===== src/rtl/alu_mux.sv =====
// ALU source-B operand selector with a clocked debug observation block.
// Optional selection statistics counters are built when ALUMUX_STATS_EN is defined.
module alu_mux #(
    parameter int WIDTH     = 32,
    parameter int CNT_WIDTH = 16
) (
    input  logic                 clk,
    input  logic                 reset,
    input  logic [WIDTH-1:0]     RegOperand,
    input  logic [WIDTH-1:0]     ImmExt,
    input  logic                 ALUSrc,
    output logic [WIDTH-1:0]     SrcB,
    output logic [WIDTH-1:0]     SrcBQ,
    output logic [CNT_WIDTH-1:0] RegSelCount,
    output logic [CNT_WIDTH-1:0] ImmSelCount
);

    logic [WIDTH-1:0] srcBQ_r;

    // Operand select; an unknown select propagates as unknown rather than defaulting to a source.
    always_comb begin
        SrcB = {WIDTH{1'bx}};
        case (ALUSrc)
            1'b0:    SrcB = RegOperand;
            1'b1:    SrcB = ImmExt;
            default: SrcB = {WIDTH{1'bx}};
        endcase
    end

    // Debug capture of last-cycle SrcB.
    always_ff @(posedge clk) begin
        if (reset) begin
            srcBQ_r <= {WIDTH{1'b0}};
        end else begin
            srcBQ_r <= SrcB;
        end
    end

    assign SrcBQ = srcBQ_r;

`ifdef ALUMUX_STATS_EN
    localparam logic [CNT_WIDTH-1:0] CNT_MAX = {CNT_WIDTH{1'b1}};
    localparam logic [CNT_WIDTH-1:0] CNT_ONE = {{(CNT_WIDTH-1){1'b0}}, 1'b1};

    logic [CNT_WIDTH-1:0] regSelCount_r;
    logic [CNT_WIDTH-1:0] immSelCount_r;

    // Saturating selection counters; an unknown select advances neither.
    always_ff @(posedge clk) begin
        if (reset) begin
            regSelCount_r <= {CNT_WIDTH{1'b0}};
            immSelCount_r <= {CNT_WIDTH{1'b0}};
        end else begin
            case (ALUSrc)
                1'b0: begin
                    if (regSelCount_r != CNT_MAX) begin
                        regSelCount_r <= regSelCount_r + CNT_ONE;
                    end else begin
                        regSelCount_r <= regSelCount_r;
                    end
                    immSelCount_r <= immSelCount_r;
                end
                1'b1: begin
                    if (immSelCount_r != CNT_MAX) begin
                        immSelCount_r <= immSelCount_r + CNT_ONE;
                    end else begin
                        immSelCount_r <= immSelCount_r;
                    end
                    regSelCount_r <= regSelCount_r;
                end
                default: begin
                    regSelCount_r <= regSelCount_r;
                    immSelCount_r <= immSelCount_r;
                end
            endcase
        end
    end

    assign RegSelCount = regSelCount_r;
    assign ImmSelCount = immSelCount_r;
`else
    assign RegSelCount = {CNT_WIDTH{1'b0}};
    assign ImmSelCount = {CNT_WIDTH{1'b0}};
`endif

endmodule


===== config.mk =====
export PLATFORM = sky130hd
export DESIGN_NAME = alu_mux
export DESIGN_NICKNAME = d
export VERILOG_FILES = /design/src/rtl/alu_mux.sv
export SDC_FILE = /design/constraint.sdc
export NUM_CORES = 1
export LEC_CHECK = 0
export BUFFER_PORTS_ARGS = -buffer_cell sky130_fd_sc_hd__buf_2
export CAP_MARGIN = 20
export CORE_MARGIN = 10
export CORE_UTILIZATION = 36
export DETAILED_ROUTE_END_ITERATION = 12
export PLACE_DENSITY_LB_ADDON = 0.3
export SLEW_MARGIN = 10
export SYNTH_ARGS = -nofsm -noshare
export SYNTH_HDL_FRONTEND = slang
export SYNTH_SLANG_ARGS = --single-unit

===== constraint.sdc =====
create_clock -name clk -period 1.1 [get_ports clk]
set_clock_uncertainty 0.2 [all_clocks]
set_input_delay 0.055 -clock clk [delete_from_list [all_inputs] [get_ports clk]]
set_output_delay 0.055 -clock clk [all_outputs]
set_load 0.005 [all_outputs]

Word level (Yosys, flattened, before mapping)
Cells that the tools add are included.
{"block": "word_totals", "reg_bits": 32}
{"block": "classes", "mux": 1, "bitwise_logic": 1}
{"operator": "32-bit case mux with 2 select lines", "count": 1}
{"operator": "1-bit inverter", "count": 1}

Depth between registers and ports, before layout
Gate-level depths: netlist (run 1).
{"block": "depth", "ltp_word": 2, "mapped_depth": 4, "depth_no_buf": 2}

Worst setup path after synthesis (run 1)
No wires, ideal clock.
{"block": "synth_timing", "path_type": "input-to-reg", "from": "input ALUSrc", "to": "register srcBQ_r[0] (netlist: SrcBQ[0])", "setup_time_ns": 0.128, "arrival_ns": 0.741, "required_ns": 0.772, "path_slack_ns": 0.031, "cell_stages": 4, "n_path_buf": 2, "path_cell_list": "buf_6 buf_6 mux2_4 nor2b_1"}
{"block": "synth_between", "elab_chain_len": 2}
{"item": "from (decl)", "line": "11", "text": "input logic ALUSrc,"}
{"item": "1-bit inverter", "line": "23", "text": "case (ALUSrc)"}
{"item": "32-bit case mux with 2 select lines (*)", "line": "23"}
{"item": "named net SrcB[0]", "line": "12", "text": "output logic [WIDTH-1:0] SrcB,"}
{"item": "to (signal assigned)", "line": "33", "text": "srcBQ_r <= {WIDTH{1'b0}};"}
{"item": "to (signal assigned)", "line": "35", "text": "srcBQ_r <= SrcB;"}
{"item": "to (decl)", "line": "18", "text": "logic [WIDTH-1:0] srcBQ_r;"}
Mark *: on every way through the listed nets, which the timed path passes. The rest lies on a longest branch.
A chain may end at the register's enable or synchronous reset.

Final worst setup path (run 1)
{"block": "layout_timing", "from": "input ALUSrc", "to": "output SrcB[18]"}
{"block": "layout_between", "elab_chain_len": 2}
{"item": "1-bit inverter", "line": "23"}
{"item": "32-bit case mux with 2 select lines (*)", "line": "23"}
{"item": "to (decl)", "line": "12"}
Every way passes the cells marked *; elsewhere a longest branch is shown, timed or not.

==> results.py, run 1 <==
metrics = {
    "pwr": {
        "power_mw": 2.86,
        "leakagePower_nw": 1.33,
        "power.density_nw_per_um2": 1220,
        "ir_drop_uv": 390,
    },
    "clocking": {
        "clock_path_buffers": 2,
        "htree_levels": 2,
        "clk_pin_slew_ns": 0.06,
        "clockRootBuffer": "clkbuf_8",
        "cts_tree": "done",
        "cts_setup_buffers": 0,
        "cts_sinks": 32,
        "cts_buffers": 5,
    },
    "routing": {
        "wirelength_um": 4980,
        "drc": 0,
        "first_pass_iters": 2,
        "vias_per_cell": 4.06,
        "drtIter0Drc": 14,
        "vias": 1306,
        "antenna_left": 0,
        "wl_per_cell_um": 15.5,
    },
    "die": {
        "pin_count": 163,
        "dieHeight_um": 87.0,
        "die-area_um2": 7560,
        "placementRows": 24,
        "coreArea_um2": 4350,
        "initial_core_util_pct": 37.1,
        "die_w_um": 87.0,
    },
    "place": {
        "place_inst": 314,
        "port_buffers": 130,
        "hpwl_um": 4250,
        "gp_congestion": 0.675,
    },
    "cells_and_area": {
        "fill_cells": 419,
        "layout-drive-gt1-share_pct": 64.4,
        "largest_register_ff_count": 32,
        "fin_util_pct": 53.9,
        "final_nets": 337,
        "antenna_cells": 0,
        "area_growth_pct": 45.4,
        "stdcell_count": 322,
    },
    "yosys": {
        "ys_seq_area_share_pct": 39.7,
        "synth_edf_count": 0,
        "synth_common_cells": "buf_4 (32), dfxtp_1 (32), nor2b_1 (32), mux2_4 (30), buf_6 (4)",
        "ys_seq_elements": 32,
        "yosysTopAreaCell": "dfxtp_1",
        "yosysWarnings": 0,
        "ys.flop_type": "dfxtp_1",
        "synth_cell_types": 8,
        "syn-cell-area_um2": 1610,
        "yosysTopAreaCellShare_pct": 39.7,
        "syn_avg_cell_area_um2": 11.9,
        "synthTopCellsByArea": "dfxtp_1 (40%), mux2_4 (28%), buf_4 (15%)",
        "postSynth.asyncResetShare_pct": 0,
        "syn_inst": 136,
    },
    "worst_setup_path": {
        "cp.required_ns": 0.84,
        "crit_arrival_ns": 0.78,
        "slowest_stage": "mux2_4",
        "cp_max_fo": 10,
        "crit_path_cell_trace": "buf_6 -> buf_12 -> mux2_4 -> buf_2",
        "worstSetupStartpointType": "input pin",
        "cp-end-kind": "output port",
        "max_stage_delay_ns": 0.30,
        "worstSetupPathType": "in -> out",
    },
    "global_routing": {
        "overflow": 0,
        "grt_pass1_wl_um": 7400,
        "grt_max_degree": 33,
        "grt_usage_pct": 12.2,
        "antenna_found_initial": 0,
        "grt_pass1_vias": 1553,
    },
    "timing": {
        "rsz0062_at_grt": "no",
        "hold_slack_ns": -0.0749,
        "setup_violations": 0,
        "fmax_mhz": 968,
        "finalHoldViolCount": 32,
        "maxSlewViolCount": 0,
        "final.period_utilization_pct": 93.9,
        "finalCriticalPeriod_ns": 1.03,
    },
    "min_path": {
        "min_to": "SrcBQ[20]",
        "min_path_type": "in -> reg",
        "min-delay-start": "RegOperand[20]",
        "min_delay_path_depth": 3,
    },
    "job": {
        "maxCapViolCount": 0,
    },
    "outcome": {
        "status": "finished, violations left",
        "failed_checks": "negative hold slack",
    },
}
==> cells by family (layout without fill, tap and decap cells) <==
kind of cell / after synthesis / after routing / share of synthesized area, %
DFF: 32 / 32 / 39.7
buffers and inverters: 39 / 142 / 18.4
muxes: 32 / 32 / 29.3
other: 1 / 32 / 0.232
and+or+nand+nor: 32 / 32 / 12.4
==> where the power goes <==
part           total, mW  leakage [nW]  internal (mW)  switching [mW]
clock              0.940        0.0503          0.556           0.384
combinational      0.666          1.01          0.398           0.267
sequential          1.25         0.267           1.24          0.0162
==> critical path: cells and delay by family <==
family / cells / cell delay, ns
buffers and inverters: 3 / 0.41
multiplexers: 1 / 0.30
==> how the worst max path moves through the flow <==
stage / startpoint / to / slack, ns / cells past startpoint
2_1_floorplan: ALUSrc / SrcBQ[0] / 0.03 / 4
3_3_place_gp: ALUSrc / SrcBQ[14] / -0.08 / 4
3_5_place_dp: ALUSrc / SrcBQ[13] / -0.1 / 4
4_1_cts: ALUSrc / SrcB[31] / 0.005 / 4
5_1_grt: ALUSrc / SrcB[31] / 0.03 / 4
6_report: ALUSrc / SrcB[18] / 0.07 / 4
==> placed cells by master (no fill, tap or decap), drive strengths merged <==
cell and n:
buf 135, dfxtp 32, nor2b 32, conb 32, mux2 32, clkbuf 7
==> per-layer routing <==
metal  share of wire (%)  track usage, %  wire length, um  up-vias
li1                    -               -                -      635
met1                  37            12.4             1840      571
met2                  50            21.3             2500       96
met3                  12            5.81              596        4
met4                0.90            3.98               45        0
met5                   0               0                0        -
==> layout make-up <==
class,instances,area (um^2),area share (%)
Multi-Input combinational cell,96,793,33.8
Timing Repair Buffer,135,752,32.0
Sequential cell,32,641,27.3
Clock buffer,7,96.3,4.10
Tap cell,52,65.1,2.77
==> timing repair <==
item / CTS / global route
endpoints found under the hold margin: 32 / 32
setup endpoints to repair: 19 / 10
cloned: 1 / 0
gates resized for setup: 2 / 1
==> metrics by stage <==
step	TNS [ns]	area [um^2]	setup WS, ns	hold slack (ns)
2_1_floorplan	0	1730	0.0308	-0.0734
3_3_place_gp	-1.78	2220	-0.0817	0.196
3_5_place_dp	-2.42	2220	-0.0985	0.207
4_1_cts	0	2340	0.00532	-0.0834
5_1_grt	0	2350	0.0263	-0.0787
6_report	0	2350	0.0674	-0.0749
Power figures use the tool's default switching activity.
==> run 2, diff against run 1 <==
Settings changed: CORE_ASPECT_RATIO set to 1.5.
==> run 2 against run 1 <==
  * The run still ends with negative hold slack left
  * Critical path depth unchanged
  * Worst setup slack got worse by 0.021 ns
  * Sequential cell count unchanged
  * Critical endpoint is now SrcB[11]
==> results.py, run 2 (synthesis gave the netlist of run 1 again) <==
metrics = {
    "outcome": {
        "status": "finished, violations left",
        "failed_checks": "negative hold slack",
    },
    "timing": {
        "final.period_utilization_pct": 95.7,
        "setup_violations": 0,
        "maxSlewViolCount": 0,
        "hold_slack_ns": -0.0752,
        "fmax_mhz": 950,
        "finalCriticalPeriod_ns": 1.05,
        "rsz0062_at_grt": "no",
        "finalHoldViolCount": 32,
    },
    "min_path": {
        "min_path_type": "in -> reg",
        "min_delay_path_depth": 3,
    },
    "clocking": {
        "clk_pin_slew_ns": 0.06,
        "clockRootBuffer": "clkbuf_8",
        "clock_path_buffers": 2,
        "cts_sinks": 32,
        "cts_buffers": 5,
        "cts_setup_buffers": 0,
        "cts_tree": "done",
        "htree_levels": 2,
    },
    "routing": {
        "vias_per_cell": 4.16,
        "drc": 0,
        "vias": 1307,
        "wirelength_um": 4940,
        "wl_per_cell_um": 15.7,
        "first_pass_iters": 2,
        "drtIter0Drc": 40,
        "antenna_left": 0,
    },
    "cells_and_area": {
        "final_nets": 335,
        "largest_register_ff_count": 32,
        "area_growth_pct": 43.0,
        "layout-drive-gt1-share_pct": 64.2,
        "final_common_cell": "buf_2",
        "antenna_cells": 0,
        "final_cell_mix": "buf_2 (129), dfxtp_1 (32), mux2_4 (32), nor2b_1 (32), conb_1 (32)",
        "stdcell_area_um2": 2310,
    },
    "die": {
        "die_w_um": 74.7,
        "coreArea_um2": 4280,
        "pin_count": 163,
        "dieHeight_um": 102,
        "initial_core_util_pct": 37.7,
        "die-area_um2": 7620,
        "placementRows": 29,
    },
    "worst_setup_path": {
        "worstSetupPathType": "in -> out",
        "endpoint": "SrcB[11]",
        "cp-end-kind": "output port",
        "cp.required_ns": 0.84,
        "worstSetupStartpointType": "input pin",
        "cp-startpoint": "ALUSrc",
        "cp_max_fo": 16,
        "crit_arrival_ns": 0.80,
    },
    "global_routing": {
        "overflow": 0,
        "grt_max_degree": 33,
        "grt_pass1_wl_um": 7060,
        "antenna_found_initial": 0,
        "grt_pass1_vias": 1475,
        "grt_usage_pct": 12.0,
    },
    "place": {
        "gp_congestion": 0.726,
        "placed_cell_area_um2": 2200,
        "hpwl_um": 4240,
        "port_buffers": 130,
    },
    "pwr": {
        "ir_drop_uv": 463,
        "power.density_nw_per_um2": 1240,
        "leakagePower_nw": 1.32,
        "power_mw": 2.85,
    },
    "job": {
        "maxCapViolCount": 0,
    },
}
-- run 2: changes by cell type in the layout (fill, tap and decap cells not counted), sizes merged --
cell  delta
buf      -2
-- run 2: routing by layer --
metal	wire length (um)	up-vias	global-route usage [%]
li1	-	631	-
met3	703	5	5.53
met2	2330	109	19.6
met5	0	-	0
met4	68	0	5.26
met1	1850	562	12.8
-- run 2: metrics by stage --
stage	instances	util, %	setup slack [ns]	hold slack (ns)	TNS [ns]
after floorplan	167	-	0.0308	-0.0734	0
after global placement	307	51.4	-0.0629	0.200	-1.11
after detailed placement	307	51.4	-0.0778	0.208	-1.43
after CTS	314	53.7	0.0126	-0.0871	0
after global routing	314	53.9	0.0202	-0.0739	0
final	314	53.9	0.0469	-0.0752	0
-- run 2: layout make-up --
type                       instances  area, um^2
timing repair buffer             133         713
clock buffer                       7        96.3
tap                               46        57.6
sequential                        32         641
multi-input combinational         96         801
fill                             398        1970
-- run 2: what timing repair did --
item | 4_1_cts | 5_1_grt
cloned | 0 | 0
endpoints found under the hold margin | 32 | 32
pin swaps | 0 | 0
gates resized for setup | 1 | 2
endpoints found under the setup margin | 2 | 2
-- run 2: worst min path at each step --
| stage | from | endpoint | slack, ns |
|---|---|---|---|
| 6_report | RegOperand[22] | SrcBQ[22] | -0.08 |
| 3_3_place_gp | ImmExt[0] | SrcBQ[0] | 0.20 |
| 4_1_cts | RegOperand[1] | SrcBQ[1] | -0.09 |
| 3_5_place_dp | RegOperand[24] | SrcBQ[24] | 0.21 |
| 2_1_floorplan | reset | SrcBQ[30] | -0.07 |
| 5_1_grt | RegOperand[8] | SrcBQ[8] | -0.07 |
-- run 2: report_power, final --
| group | switching (mW) | internal, mW |
|---|---|---|
| combinational | 0.267 | 0.389 |
| sequential | 0.0157 | 1.24 |
| clock | 0.387 | 0.556 |
| total | 0.670 | 2.18 |
-- run 2: critical path, stage by stage --
cell    delay, ns
buf_4        0.11
buf_12       0.17
mux2_4       0.32
buf_2        0.13
